$ cat src/rtl/mem_access_unit.sv
// MEM-stage load/store controller in front of a word-addressed, registered-read dataMem.
// Sub-word stores are done as read-modify-write because the memory has no byte enables.
module mem_access_unit #(
    parameter int ADDR_BITS = 5,
    parameter int DATA_W    = 32
) (
    input  logic                 CLK,
    input  logic                 RST,
    input  logic                 req_valid,
    output logic                 req_ready,
    input  logic                 req_load,
    input  logic [1:0]           req_size,
    input  logic                 req_signed,
    input  logic [31:0]          req_addr,
    input  logic [DATA_W-1:0]    req_wdata,
    input  logic [4:0]           req_rd,
    output logic                 wb_valid,
    output logic [DATA_W-1:0]    wb_data,
    output logic [4:0]           wb_rd,
    output logic                 misalign,
    output logic [ADDR_BITS-1:0] dm_address,
    output logic                 dm_memRead,
    output logic                 dm_memWrite,
    output logic [DATA_W-1:0]    dm_writeData,
    input  logic [DATA_W-1:0]    dm_readData
);

    typedef enum logic [1:0] {IDLE, RD, EXT, WR} state_t;

    state_t stateReg, stateNext;

    logic                 loadReg;
    logic [1:0]           sizeReg;
    logic                 signedReg;
    logic [ADDR_BITS+1:0] addrReg;
    logic [DATA_W-1:0]    wdataReg;
    logic [4:0]           rdReg;

    logic              accept;
    logic              badReq;
    logic [DATA_W-1:0] shiftedData;
    logic [7:0]        byteLane;
    logic [15:0]       halfLane;
    logic [DATA_W-1:0] loadResult;
    logic [DATA_W-1:0] mergeData;
    logic              unusedAddr;

    // Address bits above the memory's reach simply wrap.
    assign unusedAddr = ^req_addr[31:ADDR_BITS+2];

    assign accept = req_valid && req_ready;

    always_comb begin
        badReq = 1'b0;
        case (req_size)
            2'b01:   badReq = req_addr[0];
            2'b10:   badReq = (req_addr[1:0] != 2'b00);
            2'b11:   badReq = 1'b1;
            default: badReq = 1'b0;
        endcase
    end

    always_ff @(posedge CLK) begin
        if (RST) begin
            stateReg <= IDLE;
        end else begin
            stateReg <= stateNext;
        end
    end

    always_comb begin
        stateNext = stateReg;
        case (stateReg)
            IDLE: begin
                if (accept && !badReq) begin
                    if (!req_load && req_size == 2'b10) begin
                        stateNext = WR;
                    end else begin
                        stateNext = RD;
                    end
                end
            end
            RD:      stateNext = loadReg ? EXT : WR;
            EXT:     stateNext = IDLE;
            WR:      stateNext = IDLE;
            default: stateNext = IDLE;
        endcase
    end

    always_ff @(posedge CLK) begin
        if (RST) begin
            loadReg   <= 1'b0;
            sizeReg   <= 2'b00;
            signedReg <= 1'b0;
            addrReg   <= '0;
            wdataReg  <= '0;
            rdReg     <= 5'd0;
        end else if (accept) begin
            loadReg   <= req_load;
            sizeReg   <= req_size;
            signedReg <= req_signed;
            addrReg   <= req_addr[ADDR_BITS+1:0];
            wdataReg  <= req_wdata;
            rdReg     <= req_rd;
        end
    end

    // Little-endian lane selection and extension of the memory word.
    assign shiftedData = dm_readData >> {addrReg[1:0], 3'b000};
    assign byteLane    = shiftedData[7:0];
    assign halfLane    = addrReg[1] ? dm_readData[31:16] : dm_readData[15:0];

    always_comb begin
        case (sizeReg)
            2'b00:   loadResult = {{(DATA_W-8){signedReg & byteLane[7]}}, byteLane};
            2'b01:   loadResult = {{(DATA_W-16){signedReg & halfLane[15]}}, halfLane};
            default: loadResult = dm_readData;
        endcase
    end

    // Per-byte merge of store data into the word read back during RD.
    for (genvar gi = 0; gi < 4; gi++) begin : g_lane
        logic       hitLane;
        logic [7:0] srcByte;
        logic       halfHit;

        assign halfHit = (gi >= 2) ? addrReg[1] : !addrReg[1];
        assign hitLane = ((sizeReg == 2'b00) && (addrReg[1:0] == 2'(gi)))
                      || ((sizeReg == 2'b01) && halfHit);
        if (gi % 2 == 1) begin : g_odd
            assign srcByte = sizeReg[0] ? wdataReg[15:8] : wdataReg[7:0];
        end else begin : g_even
            assign srcByte = wdataReg[7:0];
        end
        assign mergeData[8*gi +: 8] = hitLane ? srcByte : dm_readData[8*gi +: 8];
    end

    always_comb begin
        req_ready    = (stateReg == IDLE);
        dm_address   = addrReg[ADDR_BITS+1:2];
        dm_memRead   = (stateReg == RD) && !RST;
        dm_memWrite  = (stateReg == WR) && !RST;
        dm_writeData = (sizeReg == 2'b10) ? wdataReg : mergeData;
    end

    always_ff @(posedge CLK) begin
        if (RST) begin
            wb_valid <= 1'b0;
            wb_data  <= '0;
            wb_rd    <= 5'd0;
            misalign <= 1'b0;
        end else begin
            wb_valid <= (stateReg == EXT);
            misalign <= accept && badReq;
            if (stateReg == EXT) begin
                wb_data <= loadResult;
                wb_rd   <= rdReg;
            end
        end
    end

endmodule

$ cat config.mk
export PLATFORM = sky130hd
export DESIGN_NAME = mem_access_unit
export DESIGN_NICKNAME = d
export VERILOG_FILES = /design/src/rtl/mem_access_unit.sv
export SDC_FILE = /design/constraint.sdc
export NUM_CORES = 1
export LEC_CHECK = 0
export BUFFER_PORTS_ARGS = -buffer_cell sky130_fd_sc_hd__clkbuf_2
export CORE_ASPECT_RATIO = 1.75
export CORE_MARGIN = 8
export CORE_UTILIZATION = 52
export DETAILED_ROUTE_END_ITERATION = 8
export GPL_TIMING_DRIVEN = 0
export PLACE_DENSITY_LB_ADDON = 0.25
export SETUP_SLACK_MARGIN = 0.02
export SLEW_MARGIN = 10
export SYNTH_ARGS = -nofsm -noshare
export SYNTH_HDL_FRONTEND = slang
export SYNTH_SLANG_ARGS = --single-unit
$ cat constraint.sdc
create_clock -name CLK -period 2.9 [get_ports CLK]
set_clock_uncertainty 0.05 [all_clocks]
set_input_delay 0.29 -clock CLK [delete_from_list [all_inputs] [get_ports CLK]]
set_output_delay 0.29 -clock CLK [all_outputs]
set_load 0.02 [all_outputs]
==> metrics.md <==
| Metric | Value |
|---|---|
| Synth warnings | 0 |
| Part of the power in registers | 39.7% |
| Clock share of power | 37.4% |
| Clk slew on worst S/H paths | 0.06 ns |
| Vias per cell | 5.415 |
| Global Route Usage Sum | 25.15% |
| Initial antenna violation count | 0 |
| Synth cell types | 43 |
| Unrepaired setup endpoints after global routing | no |
| Avg Inst Size Synth | 8.218 sq um |
| Max IR drop VDD | 386.6 uV |
| Via Count | 4597 |
| Final HPWL DP | 12350 um |
| Initial Utilization | 53.04% |
| Crit share post-route | 84.73% |
| WP data arrival | 2.12 ns |
| Max-Slew Margin vs Limit | 56.56% |
| Top Usage Layer GRT | met2 |
| Setup CP Type | register to output pin |
| Post-layout min period | 2.457 ns |
| Placed cells | 833 |
| P&R area growth vs syn | 27.79% |
| Met3 Track Usage GR | 5.214% |
| Final GP Congestion | 0.8892 |
| Slew @ Worst Pin | 0.6516 ns |
| Pleak | 2.508 nW |
| CP Max Fanout | 8 |
| Mapped cell area | 4569 sq um |
| I/O pin count | 187 |
| Worst r2r src | addrReg[1]$_SDFFE_PP0P_ |
| Outcome | finished clean |
| DRT Pass-1 Iters | 4 |
| Final wirelength | 15210 um |
| Combinational share of power | 22.9% |
| Number of clock sinks | 89 |
| CTS buffer count | 9 |
| Max-Cap Viols | 0 |
| CTS tree | yes |
| Skew-Pair Late Insertion Delay | 0.35 ns |
| R2r worst-path depth | 5 |
| Hold_buf cts | 0 |
| Die area | 12160 sq um |
| Post-synthesis sequential area ratio | 38.99% |
| Global route total overflow | 0 |
| Clock Tree Root | clkbuf_16 |
| #FFs+latches synth | 89 |
| DRC Markers | 0 |
| Row count | 45 |
| Switching Fraction | 30.20% |
| Post-route ant nets | 0 |
| Syn Inst Count | 556 |
| Max Root-Sink Buffers | 2 |
| Cell Int Power | 0.002369 W |
| WL/cell | 17.91 um |
| Core area | 8615 sq um |
| GRT met1 Usage | 25.16% |
| Syn Nets | 664 |
| R2R setup slack | 1.14 ns |
| PD cells | 581.1 nW/um^2 |
| Cts repair resizes | 0 |
| Largest net degree at the start of global routing | 15 |
| Antenna diodes | 0 |
| Fill count | 783 |
| Hold_sp | req_wdata[23] |
| Hold Path Class | primary input to register |
| DRT iter0 DRCs | 240 |
| Leading cell type in the layout, fill and taps excluded | clkbuf_2 |
| Max Fclk | 407.0 MHz |
| First-pass GRT wire length | 23850 um |
| Slew Limit Fails | 0 |
| Highest-count cells in the layout ignoring fill and taps | 160 x clkbuf_2, 149 x nand2_1, 89 x dfxtp_1, 60 x a21oi_1, 37 x nor2_1 |
| Setup Buffers After CTS | 0 |
| CP Capture Type | output pin |
| CP Data Required Time | 2.56 ns |
| H-tree Lvls | 3 |
| GR Util met2 | 44.52% |
| Endpoints failing hold | 0 |
| Switching power | 0.001025 W |
| TNS Setup | 0 ns |
| Final setup violation count | 0 |
| Die Span Y | 140.0 um |
| Fin cells | 849 |
| Hold-critical path endpoint | wdataReg[23]$_SDFFE_PP0P_ |
| Share of cells above drive strength 1 | 35.52% |
| Nets | 835 |
| Number of global-route vias before repair | 4852 |
| Setup crit start kind | register |
| Hold path cells | 3 |
| Die X | 86.86 um |
| Worst R2R End | wb_data[12]$_SDFFE_PP0P_ |
| IO buf count | 160 |
-- worst max-delay path by stage --
stage | startpoint | endpoint | cells after the start
floorplan | addrReg[0]$_SDFFE_PP0P_ | dm_writeData[13] | 5
global route | sizeReg[1]$_SDFFE_PP0P_ | dm_writeData[11] | 7
global placement | sizeReg[1]$_SDFFE_PP0P_ | dm_writeData[13] | 7
finish | addrReg[0]$_SDFFE_PP0P_ | dm_writeData[14] | 6
detailed placement | sizeReg[1]$_SDFFE_PP0P_ | dm_writeData[11] | 7
CTS | sizeReg[1]$_SDFFE_PP0P_ | dm_writeData[11] | 7
-- cell families after synthesis --
family	Yosys count	share of synthesized area, %
flip-flops	89	38.99
AND/OR/NAND/NOR	219	20.54
buffers and inverters	54	6.626
AO/OA/AOI/OAI	143	22.13
multiplexers	51	11.72
-- through the flow --
| step | setup slack (ns) | power (W) | utilization, % | area [sq um] | hold WS, ns |
|---|---|---|---|---|---|
| after CTS | 0.4234 | 0.003399 | 67.79 | 5839 | 0.1068 |
| after floorplan | 0.9637 | 0.001866 | - | 4569 | 0.3760 |
| after detailed placement | 0.8160 | 0.002147 | 64.04 | 5517 | 0.3970 |
| after global placement | 0.8698 | 0.002129 | 64.04 | 5517 | 0.3873 |
| final | 0.4429 | 0.003393 | 67.79 | 5839 | 0.1072 |
| after global routing | 0.3072 | 0.003509 | 67.79 | 5839 | 0.1171 |
-- critical path, cell delays in order (launching register included) --
cell and delay [ns]:
dfxtp_1 0.47, nor2_1 0.14, or3_1 0.33, buf_2 0.22, mux2i_1 0.14, o21ai_0 0.24
clkbuf_2 0.22
-- power groups by stage --
stage / logic, W / registers (W) / clock network [W]
2_1_floorplan: 0.000476 / 0.00139 / 0
3_5_place_dp: 0.000772 / 0.00137 / 0
5_1_grt: 0.000838 / 0.00136 / 0.00132
6_report: 0.000776 / 0.00135 / 0.00127
3_3_place_gp: 0.000758 / 0.00137 / 0
4_1_cts: 0.000777 / 0.00135 / 0.00128
-- metal layers --
metal	vias up	routed length, um
met5	-	0
met3	52	877
met4	0	882
met2	172	7856
met1	2116	5591
li1	2257	-
-- area by class of cell --
| cell class | instances | area [sq um] | area share [%] |
|---|---|---|---|
| Multi-Input combinational cell | 413 | 2485 | 42.55 |
| Sequential cell | 89 | 1782 | 30.51 |
| Timing Repair Buffer | 160 | 800.8 | 13.71 |
| Buffer | 51 | 291.5 | 4.993 |
| Inverter | 3 | 11.26 | 0.1928 |
| Tap cell | 117 | 146.4 | 2.507 |
| Clock inverter | 4 | 76.32 | 1.307 |
| Clock buffer | 12 | 246.5 | 4.221 |
-- cell usage after synthesis --
cell / instances / share of area (%)
a21o_1: 1 / 0.16
o21ai_1: 6 / 0.66
nor2b_1: 4 / 0.55
o22ai_1: 1 / 0.14
inv_2: 1 / 0.082
o21ai_0: 19 / 2.1
a21oi_2: 1 / 0.19
o221ai_1: 1 / 0.19
o31ai_1: 1 / 0.16
a22o_1: 7 / 1.3
nor2_4: 5 / 1.2
a22oi_1: 7 / 1.2
inv_1: 2 / 0.16
nor2_2: 3 / 0.41
a211oi_2: 17 / 4.7
a21oi_1: 60 / 6.6
mux2_2: 17 / 4.2
dfxtp_1: 89 / 39
a2111oi_0: 1 / 0.19
a41oi_1: 1 / 0.19
dlygate4sd1_1: 1 / 0.19
nor2_1: 37 / 3.0
or3_1: 1 / 0.14
nor3_1: 6 / 0.66
or3b_1: 1 / 0.19
nand2_1: 149 / 12
a221oi_2: 7 / 2.3
and2_1: 2 / 0.27
nand3b_1: 1 / 0.16
nor3b_1: 2 / 0.33
or2_4: 1 / 0.19
buf_4: 8 / 1.3
nand2b_2: 1 / 0.19
a211oi_1: 13 / 2.1
nand2_2: 1 / 0.14
mux2i_2: 1 / 0.30
nand2b_1: 3 / 0.41
buf_2: 16 / 1.8
clkbuf_1: 20 / 1.6
mux2i_1: 33 / 7.2
nand2_4: 1 / 0.25
nor4_1: 1 / 0.14
buf_6: 6 / 1.5
-- sequential cells by signal, summed over array words and instances, names as in the netlist --
| name | cells |
|---|---|
| misalign | 1 |
| wdataReg | 32 |
| loadReg | 1 |
| wb_rd | 5 |
| addrReg | 7 |
| sizeReg | 2 |
| wb_valid | 1 |
| stateReg | 2 |
| rdReg | 5 |
| wb_data | 32 |
| signedReg | 1 |
No activity file was read; power rests on OpenSTA's default activity.
